File: src/rtl/reco_dot_stage.sv
// rtl/reco_dot_stage.sv - signed fixed-point dot product of x and w, LANES pairs per beat
// Optional clamp-on-accumulate with sticky ovf: define RECO_DOT_SAT_EN.
module reco_dot_stage #(
  parameter int bitwidth      = 32,
  parameter int inputBitwidth = 16,
  parameter int LANES         = 4,
  parameter int VEC_LEN       = 64,
  parameter int FRAC          = 8
) (
  input  logic                             clk,
  input  logic                             rst,
  input  logic                             start,
  input  logic                             in_valid,
  output logic                             in_ready,
  input  logic [LANES*inputBitwidth-1:0]   x_in,
  input  logic [LANES*inputBitwidth-1:0]   w_in,
  output logic [bitwidth-1:0]              data_out,
  output logic                             valid_out,
  output logic                             busy,
  output logic                             ovf
);
  localparam int BEATS = VEC_LEN / LANES;
  localparam int CW    = $clog2(BEATS + 1);
  localparam int PW    = 2 * inputBitwidth;
  localparam int LSW   = PW + $clog2(LANES);

  typedef enum logic [1:0] {IDLE, ACC, DONE} state_t;

  state_t                       state, state_next;
  logic signed [bitwidth-1:0]   acc, acc_sum;
  logic        [CW-1:0]         count;
  logic signed [LSW-1:0]        lanesum;
  logic signed [inputBitwidth-1:0] xk, wk;
  logic signed [PW-1:0]         prod;
  logic                         accept, last_beat;

  assign in_ready  = (state == ACC);
  assign busy      = (state != IDLE);
  assign accept    = in_ready && in_valid;
  assign last_beat = (count == CW'(1));

  // Each product is rescaled before the lane sum so every lane carries the same fixed-point format.
  always_comb begin
    lanesum = '0;
    xk      = '0;
    wk      = '0;
    prod    = '0;
    for (int k = 0; k < LANES; k++) begin
      xk      = x_in[k*inputBitwidth +: inputBitwidth];
      wk      = w_in[k*inputBitwidth +: inputBitwidth];
      prod    = PW'(xk) * PW'(wk);
      lanesum = lanesum + LSW'(prod >>> FRAC);
    end
  end

`ifdef RECO_DOT_SAT_EN
  // Clamp decision uses the full-precision sum so a lanesum wider than bitwidth saturates correctly.
  localparam int SW = ((bitwidth > LSW) ? bitwidth : LSW) + 1;
  localparam logic signed [SW-1:0] SMAX = {{(SW-bitwidth+1){1'b0}}, {(bitwidth-1){1'b1}}};
  localparam logic signed [SW-1:0] SMIN = ~SMAX;

  logic signed [SW-1:0] wide_sum;
  logic                 clamp;

  always_comb begin
    wide_sum = SW'(acc) + SW'(lanesum);
    clamp    = 1'b0;
    acc_sum  = wide_sum[bitwidth-1:0];
    if (wide_sum > SMAX) begin
      acc_sum = SMAX[bitwidth-1:0];
      clamp   = 1'b1;
    end else if (wide_sum < SMIN) begin
      acc_sum = SMIN[bitwidth-1:0];
      clamp   = 1'b1;
    end
  end

  always_ff @(posedge clk) begin
    if (rst) begin
      ovf <= 1'b0;
    end else if (state == IDLE && start) begin
      ovf <= 1'b0;
    end else if (accept && clamp) begin
      ovf <= 1'b1;
    end
  end
`else
  always_comb begin
    acc_sum = acc + bitwidth'(lanesum);
  end

  assign ovf = 1'b0;
`endif

  always_comb begin
    state_next = state;
    case (state)
      IDLE:    if (start) state_next = ACC;
      ACC:     if (accept && last_beat) state_next = DONE;
      DONE:    state_next = IDLE;
      default: state_next = IDLE;
    endcase
  end

  always_ff @(posedge clk) begin
    if (rst) begin
      state     <= IDLE;
      acc       <= '0;
      count     <= '0;
      data_out  <= '0;
      valid_out <= 1'b0;
    end else begin
      state     <= state_next;
      valid_out <= 1'b0;
      case (state)
        IDLE: begin
          if (start) begin
            acc   <= '0;
            count <= CW'(BEATS);
          end
        end
        ACC: begin
          if (accept) begin
            acc   <= acc_sum;
            count <= count - CW'(1);
            if (last_beat) begin
              data_out  <= acc_sum;
              valid_out <= 1'b1;
            end
          end
        end
        default: ;
      endcase
    end
  end
endmodule

File: config.mk
export PLATFORM = sky130hd
export DESIGN_NAME = reco_dot_stage
export DESIGN_NICKNAME = d
export VERILOG_FILES = /design/src/rtl/reco_dot_stage.sv
export SDC_FILE = /design/constraint.sdc
export NUM_CORES = 2
export LEC_CHECK = 0
export CORE_MARGIN = 2
export CORE_UTILIZATION = 55
export DETAILED_ROUTE_END_ITERATION = 8
export PLACE_DENSITY = 0.73
export SLEW_MARGIN = 40
export SYNTH_ARGS = -nofsm -noshare
export SYNTH_HDL_FRONTEND = slang
export SYNTH_SLANG_ARGS = --single-unit
File: constraint.sdc
create_clock -name clk -period 19.4 [get_ports clk]
set_clock_uncertainty 0.2 [all_clocks]
set_input_delay 3.88 -clock clk [delete_from_list [all_inputs] [get_ports clk]]
set_output_delay 3.88 -clock clk [all_outputs]
set_load 0.005 [all_outputs]
==> metrics.cfg <==
[cells_and_area]
final_layout_size_suffix_gt1_share_pct = 0.991
mostFrequentLayoutCells = inv_1 (1,247), fa_1 (1,136), nand2_1 (638), and2_1 (418), ha_1 (348)
fin_nets = 6460
syn_to_final_growth_pct = 6.43
fill_cells = 6878
diodes = 0
final_common_cell = inv_1

[worst_setup_path]
critPathKind = in -> reg
critPathMostFrequentCell = fa_1
reg2reg_depth = 20
critPathRequiredTime_ns = 19.47
end_kind = flip-flop
slowest_delay_ns = 0.74
timing.rr.end = data_out[29]$_SDFFE_PP0P_
path_max_fanout = 16
r2r_slack_ns = 13.76
cp-start-kind = input pin
critical-path-slowest-cell = clkdlybuf4s50_1
arrival_ns = 15.12
r2r-start = acc[0]$_SDFFE_PP0P_

[logic_synthesis]
synth_cell_types = 65
synthesis.nets = 6422
synth_area_leaders = fa_1 (52%), inv_1 (11%), ha_1 (10%), and2_1 (6.0%), nand2_1 (5.5%)
synth.cell_area_sq_um = 43900
ys_seq_area_share_pct = 3.29
synthArstFlopShare_pct = 0
ys_seq_elements = 72
synth_flop_cell = dfxtp_1
synth_xor_area_share_pct = 3.15
synth_cells = 4804
synth-simple-area-share_pct = 15.0
synth_top_area_cell = fa_1
synth_top_area_share_pct = 51.8
avgSynthCellArea_sq_um = 9.13
synth_compound_area_share_pct = 4.77
synthAdderAreaFrac_pct = 61.8
synth.area.mux_share_pct = 0
synth_top_family_by_area = adder cells
yosysWarnings = 0
synth-edff-count = 0

[floorplan]
core-area_sq_um = 79000
die_w_um = 286
dieArea_sq_um = 82100
ioPinCount = 168
die_y_um = 286
start_util_pct = 55.5
std_cell_rows = 103

[min_path]
holdPathStages = 2
hold_path.class = reg -> reg
min_from = data_out[1]$_SDFFE_PP0P_
worst_hold_path.endpoint = data_out[1]$_SDFFE_PP0P_

[flow_run]
drv_cap = 0

[timing]
period_share_pct = 77.6
rsz0062_at_grt = no
finalMaxSlewViolations = 0
layout_min_cycle_time_ns = 15.05
tns_ns = 0
tightestPinTransition_ns = 0.810
setup_viol = 0
slew_headroom_pct = 45.8
hold_viol = 0
max_freq_ghz = 0.0664

[outcome]
status = finished, final reports clean

[cts]
cts_root_buf = clkbuf_16
clk_pin_slew_ns = 0.06
cts_resized = 0
cts.path.max_buffers = 2
cts_setup_buffers = 0
cts_sinks = 72
cts_tree = built
cts_inserted_buffers = 9
h-tree-depth = 3
insertion_delay_ns = 0.34
postCtsHoldBufs = 0

[grt]
grt_max_degree = 73
grt_antenna_before_repair = 1
grt_pass1_vias = 34109
grt-ovfl-total = 0
globalRouteTotalUtil_pct = 26.5
grt_pass1_wl_um = 174000

[route]
num_vias = 31115
remaining_drc_errors = 0
antenna_left = 0
via_per_inst = 5.28
drtPass1Iterations = 5
wl_per_cell_um = 17.2
drt_iter0_drc = 1911
routed_wl_um = 102000

[placement]
place_hpwl_um = 87500
portBuffers = 166
place.gp.congestion = 0.899

how the worst max path moves through the flow:
stage / endpoint / slack (ns) / startpoint / cells after the start
floorplan: data_out[30]$_SDFFE_PP0P_ / 5.74 / x_in[12] / 43
global placement: acc[30]$_SDFFE_PP0P_ / 4.27 / x_in[9] / 43
detailed placement: data_out[30]$_SDFFE_PP0P_ / 4.20 / x_in[12] / 43
CTS: acc[31]$_SDFFE_PP0P_ / 4.49 / x_in[15] / 39
global route: data_out[31]$_SDFFE_PP0P_ / 3.66 / x_in[15] / 39
finish: acc[31]$_SDFFE_PP0P_ / 4.35 / x_in[15] / 39
routing by layer:
layer / up-vias / global-route usage (%) / share of wire, %
met4: 2 / 5.42 / 2.1
met5: - / 0 / 0.011
met1: 16016 / 36.5 / 42
met3: 154 / 2.99 / 5.6
met2: 910 / 45.6 / 51
li1: 14033 / - / -
layout make-up:
type,count,area (sq um),share of cell area (%)
inverters,1248,4680,10.0
repair buffers,178,1750,3.74
multi-input cells,3333,37200,79.7
clock inverters,4,53.8,0.115
flip-flops and latches,72,1440,3.09
clock buffers,11,243,0.520
well taps,1050,1310,2.81
cells by family after synthesis:
| group | count (synthesis) |
|---|---|
| AOI/OAI and AO/OA | 325 |
| DFF | 72 |
| and+or+nand+nor | 1365 |
| other | 1 |
| xor gates and xnor gates | 156 |
| buffers and inverters | 1399 |
| adders and majority gates | 1486 |
worst max-delay path: cells and delay by family:
kind,cells,cell delay (ns)
AO/OA/AOI/OAI,12,2.34
XOR/XNOR,3,0.83
adder cells (fa/ha/maj),11,5.54
buffers and inverters,6,1.18
AND/OR/NAND/NOR,7,1.33
Yosys cell counts (42+ instances only):
cell type	count
inv_1	1247
fa_1	1136
nand2_1	638
and2_1	418
ha_1	350
clkbuf_1	146
nor2_1	122
a21oi_1	113
xnor2_1	113
dfxtp_1	72
nand2b_1	49
a21o_1	46
xor2_1	42
sequential cells by signal (all words and copies together), names as in the netlist:
| register | count |
|---|---|
| acc | 32 |
| data_out | 32 |
| count | 5 |
| state | 2 |
| valid_out | 1 |
per-stage QoR:
| step | utilization (%) | setup slack, ns | std cells | cell area (sq um) | hold WS, ns |
|---|---|---|---|---|---|
| final | 59.1 | 4.35 | 5896 | 46700 | 0.261 |
| after global routing | 59.1 | 3.66 | 5896 | 46700 | 0.283 |
| after CTS | 59.1 | 4.49 | 5896 | 46700 | 0.261 |
| after detailed placement | 58.7 | 4.20 | 5881 | 46400 | 0.252 |
| after global placement | 58.7 | 4.27 | 5881 | 46400 | 0.244 |
| after floorplan | - | 5.74 | 4804 | 43900 | 0.232 |
Power is not shown: default switching activity piles up to over one toggle a cycle in this logic, so the estimate is an artifact.
